## config.mk

```make
export PLATFORM = sky130hd
export DESIGN_NAME = instr_fetch_flat
export DESIGN_NICKNAME = d
export VERILOG_FILES = /design/src/rtl/instr_fetch_if.sv /design/src/rtl/instr_fetch.sv /design/src/flat_wrapper.sv
export SDC_FILE = /design/constraint.sdc
export NUM_CORES = 1
export LEC_CHECK = 0
export CAP_MARGIN = 30
export CORE_MARGIN = 2
export CORE_UTILIZATION = 41
export DETAILED_ROUTE_END_ITERATION = 6
export GPL_ROUTABILITY_DRIVEN = 0
export GPL_TIMING_DRIVEN = 0
export PLACE_DENSITY_LB_ADDON = 0.15
export SLEW_MARGIN = 40
export SYNTH_ARGS = -nofsm -noshare
export SYNTH_HDL_FRONTEND = slang
export SYNTH_SLANG_ARGS = --single-unit
```

## constraint.sdc

```tcl
create_clock -name clk -period 1.9 [get_ports clk]
set_clock_uncertainty 0.1 [all_clocks]
set_input_delay 0.285 -clock clk [delete_from_list [all_inputs] [get_ports clk]]
set_output_delay 0.285 -clock clk [all_outputs]
set_load 0.005 [all_outputs]
```

## src/rtl/instr_fetch_if.sv

```systemverilog
// Fetch-stage bundle: hazard/redirect controls in, instruction memory port,
// and the IF/ID pipeline register handed to decode.
interface instr_fetch_if #(
  parameter int PC_W    = 14,
  parameter int INSTR_W = 32
);
  logic               stall_IF_ID;
  logic               flow_change_ID_EX;
  logic [PC_W-1:0]    dst_ID_EX;
  logic               hlt_ID;
  logic [INSTR_W-1:0] instr;
  logic [PC_W-1:0]    iaddr;
  logic               rd_en;
  logic [INSTR_W-1:0] instr_IF_ID;
  logic [PC_W-1:0]    pc_IF_ID;
  logic               vld_IF_ID;
  logic               halted;

  // Pipeline / memory side that drives the fetch stage.
  modport master (
    output stall_IF_ID, flow_change_ID_EX, dst_ID_EX, hlt_ID, instr,
    input  iaddr, rd_en, instr_IF_ID, pc_IF_ID, vld_IF_ID, halted
  );

  // The fetch stage itself.
  modport slave (
    input  stall_IF_ID, flow_change_ID_EX, dst_ID_EX, hlt_ID, instr,
    output iaddr, rd_en, instr_IF_ID, pc_IF_ID, vld_IF_ID, halted
  );
endinterface

```

## src/rtl/instr_fetch.sv

```systemverilog
// Instruction fetch stage: owns the PC, drives the falling-edge instruction
// memory and loads the IF/ID register, with redirect > stall > halt priority.
module instr_fetch #(
  parameter int                 PC_W      = 14,
  parameter int                 INSTR_W   = 32,
  parameter logic [PC_W-1:0]    RESET_PC  = '0,
  parameter logic [INSTR_W-1:0] NOP_INSTR = '0
) (
  input  logic        clk,
  input  logic        rst,
  instr_fetch_if.slave bus
);
  typedef enum logic {RUN, HALTED} state_t;

  localparam logic [PC_W-1:0] PC_ONE = {{(PC_W-1){1'b0}}, 1'b1};

  state_t             state;
  logic [PC_W-1:0]    pc;
  logic [INSTR_W-1:0] instr_q;
  logic [PC_W-1:0]    pc_q;
  logic               vld_q;
  logic               halted_q;

  always_ff @(posedge clk) begin
    if (rst) begin
      state    <= RUN;
      pc       <= RESET_PC;
      instr_q  <= NOP_INSTR;
      pc_q     <= '0;
      vld_q    <= 1'b0;
      halted_q <= 1'b0;
    end else begin
      case (state)
        RUN: begin
          // A resolved branch is older than whatever decode holds, so it
          // beats both the stall and a (wrong-path) halt.
          if (bus.flow_change_ID_EX) begin
            pc      <= bus.dst_ID_EX;
            instr_q <= NOP_INSTR;
            pc_q    <= '0;
            vld_q   <= 1'b0;
          end else if (bus.stall_IF_ID) begin
            pc      <= pc;
          end else if (bus.hlt_ID) begin
            state    <= HALTED;
            halted_q <= 1'b1;
            instr_q  <= NOP_INSTR;
            vld_q    <= 1'b0;
          end else begin
            instr_q <= bus.instr;
            pc_q    <= pc + PC_ONE;
            vld_q   <= 1'b1;
            pc      <= pc + PC_ONE;
          end
        end
        HALTED: begin
          halted_q <= 1'b1;
        end
        default: begin
          state <= RUN;
        end
      endcase
    end
  end

  // The memory keeps its last word while rd_en is low, which is what makes
  // a stall replay-free on resume.
  assign bus.rd_en       = ~rst & ~bus.stall_IF_ID & ~halted_q;
  assign bus.iaddr       = pc;
  assign bus.instr_IF_ID = instr_q;
  assign bus.pc_IF_ID    = pc_q;
  assign bus.vld_IF_ID   = vld_q;
  assign bus.halted      = halted_q;
endmodule

```

## src/flat_wrapper.sv

```systemverilog
// flat-port wrapper written by rule: the top's interface ports become plain ports
module instr_fetch_flat 
#(
  parameter int                 PC_W      = 14,
  parameter int                 INSTR_W   = 32,
  parameter logic [PC_W-1:0]    RESET_PC  = '0,
  parameter logic [INSTR_W-1:0] NOP_INSTR = '0
)
  (clk, rst, bus_stall_IF_ID, bus_flow_change_ID_EX, bus_dst_ID_EX, bus_hlt_ID, bus_instr, bus_iaddr, bus_rd_en, bus_instr_IF_ID, bus_pc_IF_ID, bus_vld_IF_ID, bus_halted);
  instr_fetch_if #(.PC_W(PC_W), .INSTR_W(INSTR_W)) bus_i ();
  input  logic clk;
  input  logic rst;
  input wire logic [$bits(bus_i.stall_IF_ID)-1:0] bus_stall_IF_ID;
  input wire logic [$bits(bus_i.flow_change_ID_EX)-1:0] bus_flow_change_ID_EX;
  input wire logic [$bits(bus_i.dst_ID_EX)-1:0] bus_dst_ID_EX;
  input wire logic [$bits(bus_i.hlt_ID)-1:0] bus_hlt_ID;
  input wire logic [$bits(bus_i.instr)-1:0] bus_instr;
  output wire logic [$bits(bus_i.iaddr)-1:0] bus_iaddr;
  output wire logic [$bits(bus_i.rd_en)-1:0] bus_rd_en;
  output wire logic [$bits(bus_i.instr_IF_ID)-1:0] bus_instr_IF_ID;
  output wire logic [$bits(bus_i.pc_IF_ID)-1:0] bus_pc_IF_ID;
  output wire logic [$bits(bus_i.vld_IF_ID)-1:0] bus_vld_IF_ID;
  output wire logic [$bits(bus_i.halted)-1:0] bus_halted;
  assign bus_i.stall_IF_ID = bus_stall_IF_ID;
  assign bus_i.flow_change_ID_EX = bus_flow_change_ID_EX;
  assign bus_i.dst_ID_EX = bus_dst_ID_EX;
  assign bus_i.hlt_ID = bus_hlt_ID;
  assign bus_i.instr = bus_instr;
  assign bus_iaddr = bus_i.iaddr;
  assign bus_rd_en = bus_i.rd_en;
  assign bus_instr_IF_ID = bus_i.instr_IF_ID;
  assign bus_pc_IF_ID = bus_i.pc_IF_ID;
  assign bus_vld_IF_ID = bus_i.vld_IF_ID;
  assign bus_halted = bus_i.halted;
  instr_fetch #(.PC_W(PC_W), .INSTR_W(INSTR_W), .RESET_PC(RESET_PC), .NOP_INSTR(NOP_INSTR)) u_core (.clk(clk), .rst(rst), .bus(bus_i));
endmodule
```

---- Word-level counts from Yosys, hierarchy flattened ----
Index checks and enable logic that the tools add are counted.
Widths: inputs -> output; s select.
storage, ports and cells
  bits in registers ....................... 63
  bits in latches ......................... 0
  bits in writable memories ............... 0
  bits in read-only memories .............. 0
  input port bits ......................... 51
  output and inout bits ................... 63
  memories ................................ 0
cells by class
  add/subtract/negate cells ............... 1
  multiply operators ...................... 0
  div/mod/pow operators ................... 0
  magnitude comparators ................... 0
  equality and inequality tests ........... 5
  shift-type cells ........................ 0
  muxes and demuxes ....................... 18
  bitwise operators ....................... 6
  reduce and logical (&&, ||, !) cells .... 3
operator list
  operator               number
  $mux 32                3
  $mux 14                4
  $add 14x1->14 const B  1
  $mux 1                 10
  $ne 2x2->1 const B     4
  $reduce_and 3->1       2
  $not 1->1              4
  $and 1x1->1            2
  $ne 2x1->1 const B     1
  $pmux 1 s2             1
  $reduce_and 2->1       1

---- Longest topological paths before layout ----
  depth in word-level cells ............... 4
  mapped depth ............................ 5
  gate-level depth less buffers ........... 5

---- Least setup slack after synthesis ----
No wires, ideal clock.
  path kind ............................... register -> register
  start point ............................. reg u_core.pc[2], in the netlist u_core.bus.iaddr[2]
  end point ............................... reg u_core.pc[11], in the netlist u_core.bus.iaddr[11]
  data arrival time ....................... 1.545 ns
  required time ........................... 1.727 ns
  setup slack ............................. 0.181 ns
  cell stages (with the launch flop) ...... 6
  path buffers ............................ 1
  clock period less this slack ............ 1.719 ns
  cells stage by stage .................... dfxtp_1 -> buf_2 -> nand4_1 -> or4_4 -> or3_4 -> o211ai_2
between the ends
  longest elaborated chain between the ends .. 4
RTL lines
  what                      line               RTL
  start: declaration        instr_fetch.sv:18  logic [PC_W-1:0] pc;
  start signal: assignment  instr_fetch.sv:38  pc <= bus.dst_ID_EX;
  start signal: assignment  instr_fetch.sv:43  pc <= pc;
  start signal: assignment  instr_fetch.sv:53  pc <= pc + PC_ONE;
  $add 14x1->14             instr_fetch.sv:53
  $mux 14                   instr_fetch.sv:44  end else if (bus.hlt_ID) begin
  $mux 14                   instr_fetch.sv:42  end else if (bus.stall_IF_ID) begin
  $mux 14                   instr_fetch.sv:37  if (bus.flow_change_ID_EX) begin
No other way between the ends. The select of a mux whose other input is x is not followed.
A chain may end at the register's enable or synchronous reset.

---- Worst setup path after layout ----
  start point ............................. reg u_core.pc[5], in the netlist u_core.bus.iaddr[5]
  end point ............................... reg u_core.pc[11], in the netlist u_core.bus.iaddr[11]
Same word-level chain as after synthesis.

==> impl_metrics.tcl <==
set metrics [dict create \
    synth.most_common_cell "dfxtp_1" \
    drive_gt1_share_pct 10.1 \
    antenna_cells 0 \
    crit_family "simple AND/OR/NAND/NOR gates" \
    cp_cell_sequence "buf_2 > nand4_2 > or4_4 > or3_4 > o211ai_2" \
    detail-route-antenna-nets 0 \
    fmax_ghz 0.547 \
    vias 2523 \
    cpMaxStageDelayCell "or4_4" \
    start_util_pct 42.2 \
    async_flop_share_pct 0 \
    fp.dieArea_um2 6700 \
    core_area_um2 5890 \
    grt_antenna_before_repair 0 \
    die_h_um 81.9 \
    cts_tree "yes" \
    report.final.slew_viol_count 0 \
    p_comb_share_pct 13.5 \
    wl_per_cell_um 15.4 \
    rsz0062_at_grt "false" \
    yosysWarnings 0 \
    drt_iter0_markers 133 \
    viasPerCell 5.27 \
    power_density_nw_per_um2 767 \
    endpoint_kind "register" \
    worst-path-buf-inv 1 \
    grt_max_degree 11 \
    status "finished, final reports clean" \
    grt_pass1_wl_um 11500 \
    io_buffers 112 \
    first_pass_iters 5 \
    cp.arrival_ps 2000 \
    start_kind "register" \
    hold_path_class "input port to register" \
    synth_area_per_cell_um2 9.04 \
    path_clk_slew_ps 70 \
    h-tree-depth 3 \
    grt-ovfl-total 0 \
    swShare_pct 24.2 \
    synth_seq_cells 63 \
    final-hold-violation-count 0 \
    period_minus_slack_ps 1830 \
    routed_wl_um 7380 \
    critical_path_class "register to register" \
    drcViolationCount 0 \
    yosys-top-cells-count "dfxtp_1, a22oi_1, nor2_1" \
    finalPower_uw 3040 \
    netlist_instances 275 \
    floorplan.rows 28 \
    p_switching_uw 736 \
    fin_ws_ps 72.2 \
    fillCellCount 502 \
    worst_pin_slew_ps 560 \
    cap_violations 0 \
    synth-edff-count 0 \
    maxSlewHeadroom_pct 62.7 \
    yosysTopAreaCell "dfxtp_1" \
    synthTopCellsByArea "dfxtp_1, a22oi_1, nor2_1" \
    ys_types 41 \
    io_pins 114 \
    power_frac_clock_pct 40.3 \
    slowest_delay_ps 560 \
    area_delta_synth_final_pct 59.5 \
    setup_violations 0 \
    cts_buffer_depth 2 \
    min_period_over_period_pct 96.2 \
    synth_flop_cell "dfxtp_1" \
    cts_buffers 9 \
    layout.nets 451 \
    fp.dieW_um 81.9 \
    syn-cell-area_um2 2490 \
    numClockSinks 63 \
    cts-root-buf "clkbuf_8" \
    crit_required_ps 2070 \
    place_hpwl_um 5210 \
    yosysSeqAreaShare_pct 50.7 \
    synth_top_area_share_pct 50.7 \
    dp_slack_ps -550 \
    p_leak_uw 0.00145 \
    path_max_fanout 8 \
    ir_worst_vdd_mv 0.553 \
    p_int_uw 2310 \
    grt_use_total_pct 22.7 \
    clk-insertion-delay-late_ps 340 \
    grt_pass1_vias 2412 \
    seqPwrFrac_pct 46.2 \
    synth_nets 327 \
]
## layer usage
metal | routed length, µm | up-vias | global-route usage, % | share of wire (%)
li1 | - | 1251 | - | -
met3 | 590 | 13 | 7.14 | 8.0
met1 | 3180 | 1162 | 27.9 | 43
met4 | 137 | 0 | 11.2 | 1.9
met5 | 0 | - | 0 | 0
met2 | 3480 | 97 | 35.9 | 47
## logic make-up after synthesis
| kind of cell | after synthesis | share of synthesized area (%) |
|---|---|---|
| simple gates | 91 | 18.0 |
| flops | 63 | 50.7 |
| mux | 1 | 0.403 |
| compound gates | 84 | 23.2 |
| fa+ha+maj | 1 | 0.503 |
| xor+xnor | 8 | 2.82 |
| buf+inv | 27 | 4.33 |
## flip-flops by register name, indices dropped and copies added, names as in the netlist
register	cells
u_core.bus.pc_IF_ID	14
u_core.bus.iaddr	14
u_core.bus.halted	1
u_core.bus.vld_IF_ID	1
u_core.bus.instr_IF_ID	32
u_core.state	1
## area by class of cell
| cell class | instances | area, µm² | area share, % |
|---|---|---|---|
| inverters | 6 | 22.5 | 0.568 |
| flip-flops and latches | 63 | 1260 | 31.8 |
| clock buffers | 13 | 169 | 4.26 |
| multi-input cells | 185 | 1140 | 28.7 |
| clock inverters | 3 | 40.0 | 1.01 |
| plain buffers | 21 | 108 | 2.71 |
| repair buffers | 113 | 1130 | 28.5 |
| well taps | 75 | 93.8 | 2.37 |
## path summary, 6_finish.rpt
path	endpoint	cells after the start	startpoint	slack (ps)
worst min-delay path	u_core.bus.iaddr[0]	3	bus_flow_change_ID_EX	330
worst max register to register	u_core.bus.iaddr[11]	5	u_core.bus.iaddr[5]	70
worst max-delay path	u_core.bus.iaddr[11]	5	u_core.bus.iaddr[5]	70
worst min register to register	u_core.bus.pc_IF_ID[9]	2	u_core.bus.pc_IF_ID[9]	340
## per-stage QoR
step / area, µm² / utilization [%] / hold WS [ps] / instances / setup TNS [ps]
after floorplan: 2490 / - / 335 / 275 / 0
after global placement: 3700 / 62.9 / 325 / 462 / -17530
after CTS: 3940 / 66.9 / 345 / 478 / 0
final: 3970 / 67.4 / 327 / 479 / 0
after global routing: 3970 / 67.4 / 345 / 479 / 0
after detailed placement: 3700 / 62.9 / 336 / 462 / -18950
## worst reg2reg max path: stages (launching register included)
cell and delay (ps):
dfxtp_1 340, buf_2 190, nand4_2 140, or4_4 560, or3_4 350, o211ai_2 70
## repair_timing
item	in CTS	in global routing
setup buffers	0	1
hold buffers	0	0
setup endpoints to repair	10	47
gates resized for setup	9	13
## placed cells by master (no fill, tap or decap), drive strengths merged, types with 3 or more instances in the layout
cell	n
nand3	6
a21oi	11
nand2	20
nand4	7
or3	3
inv	6
a22oi	44
o22ai	4
o21ai	13
buf	8
and4	3
dfxtp	63
clkbuf	27
nor4	3
clkdlybuf4s50	110
nor2	40
xor2	6
## power groups by stage
| stage | logic [µW] | clock network (µW) | registers [µW] |
|---|---|---|---|
| 2_1_floorplan | 156 | 0 | 1430 |
| 3_3_place_gp | 395 | 0 | 1430 |
| 3_5_place_dp | 401 | 0 | 1430 |
| 4_1_cts | 408 | 1240 | 1410 |
| 5_1_grt | 447 | 1300 | 1410 |
| 6_report | 411 | 1220 | 1410 |
Power figures use the tool's default switching activity.
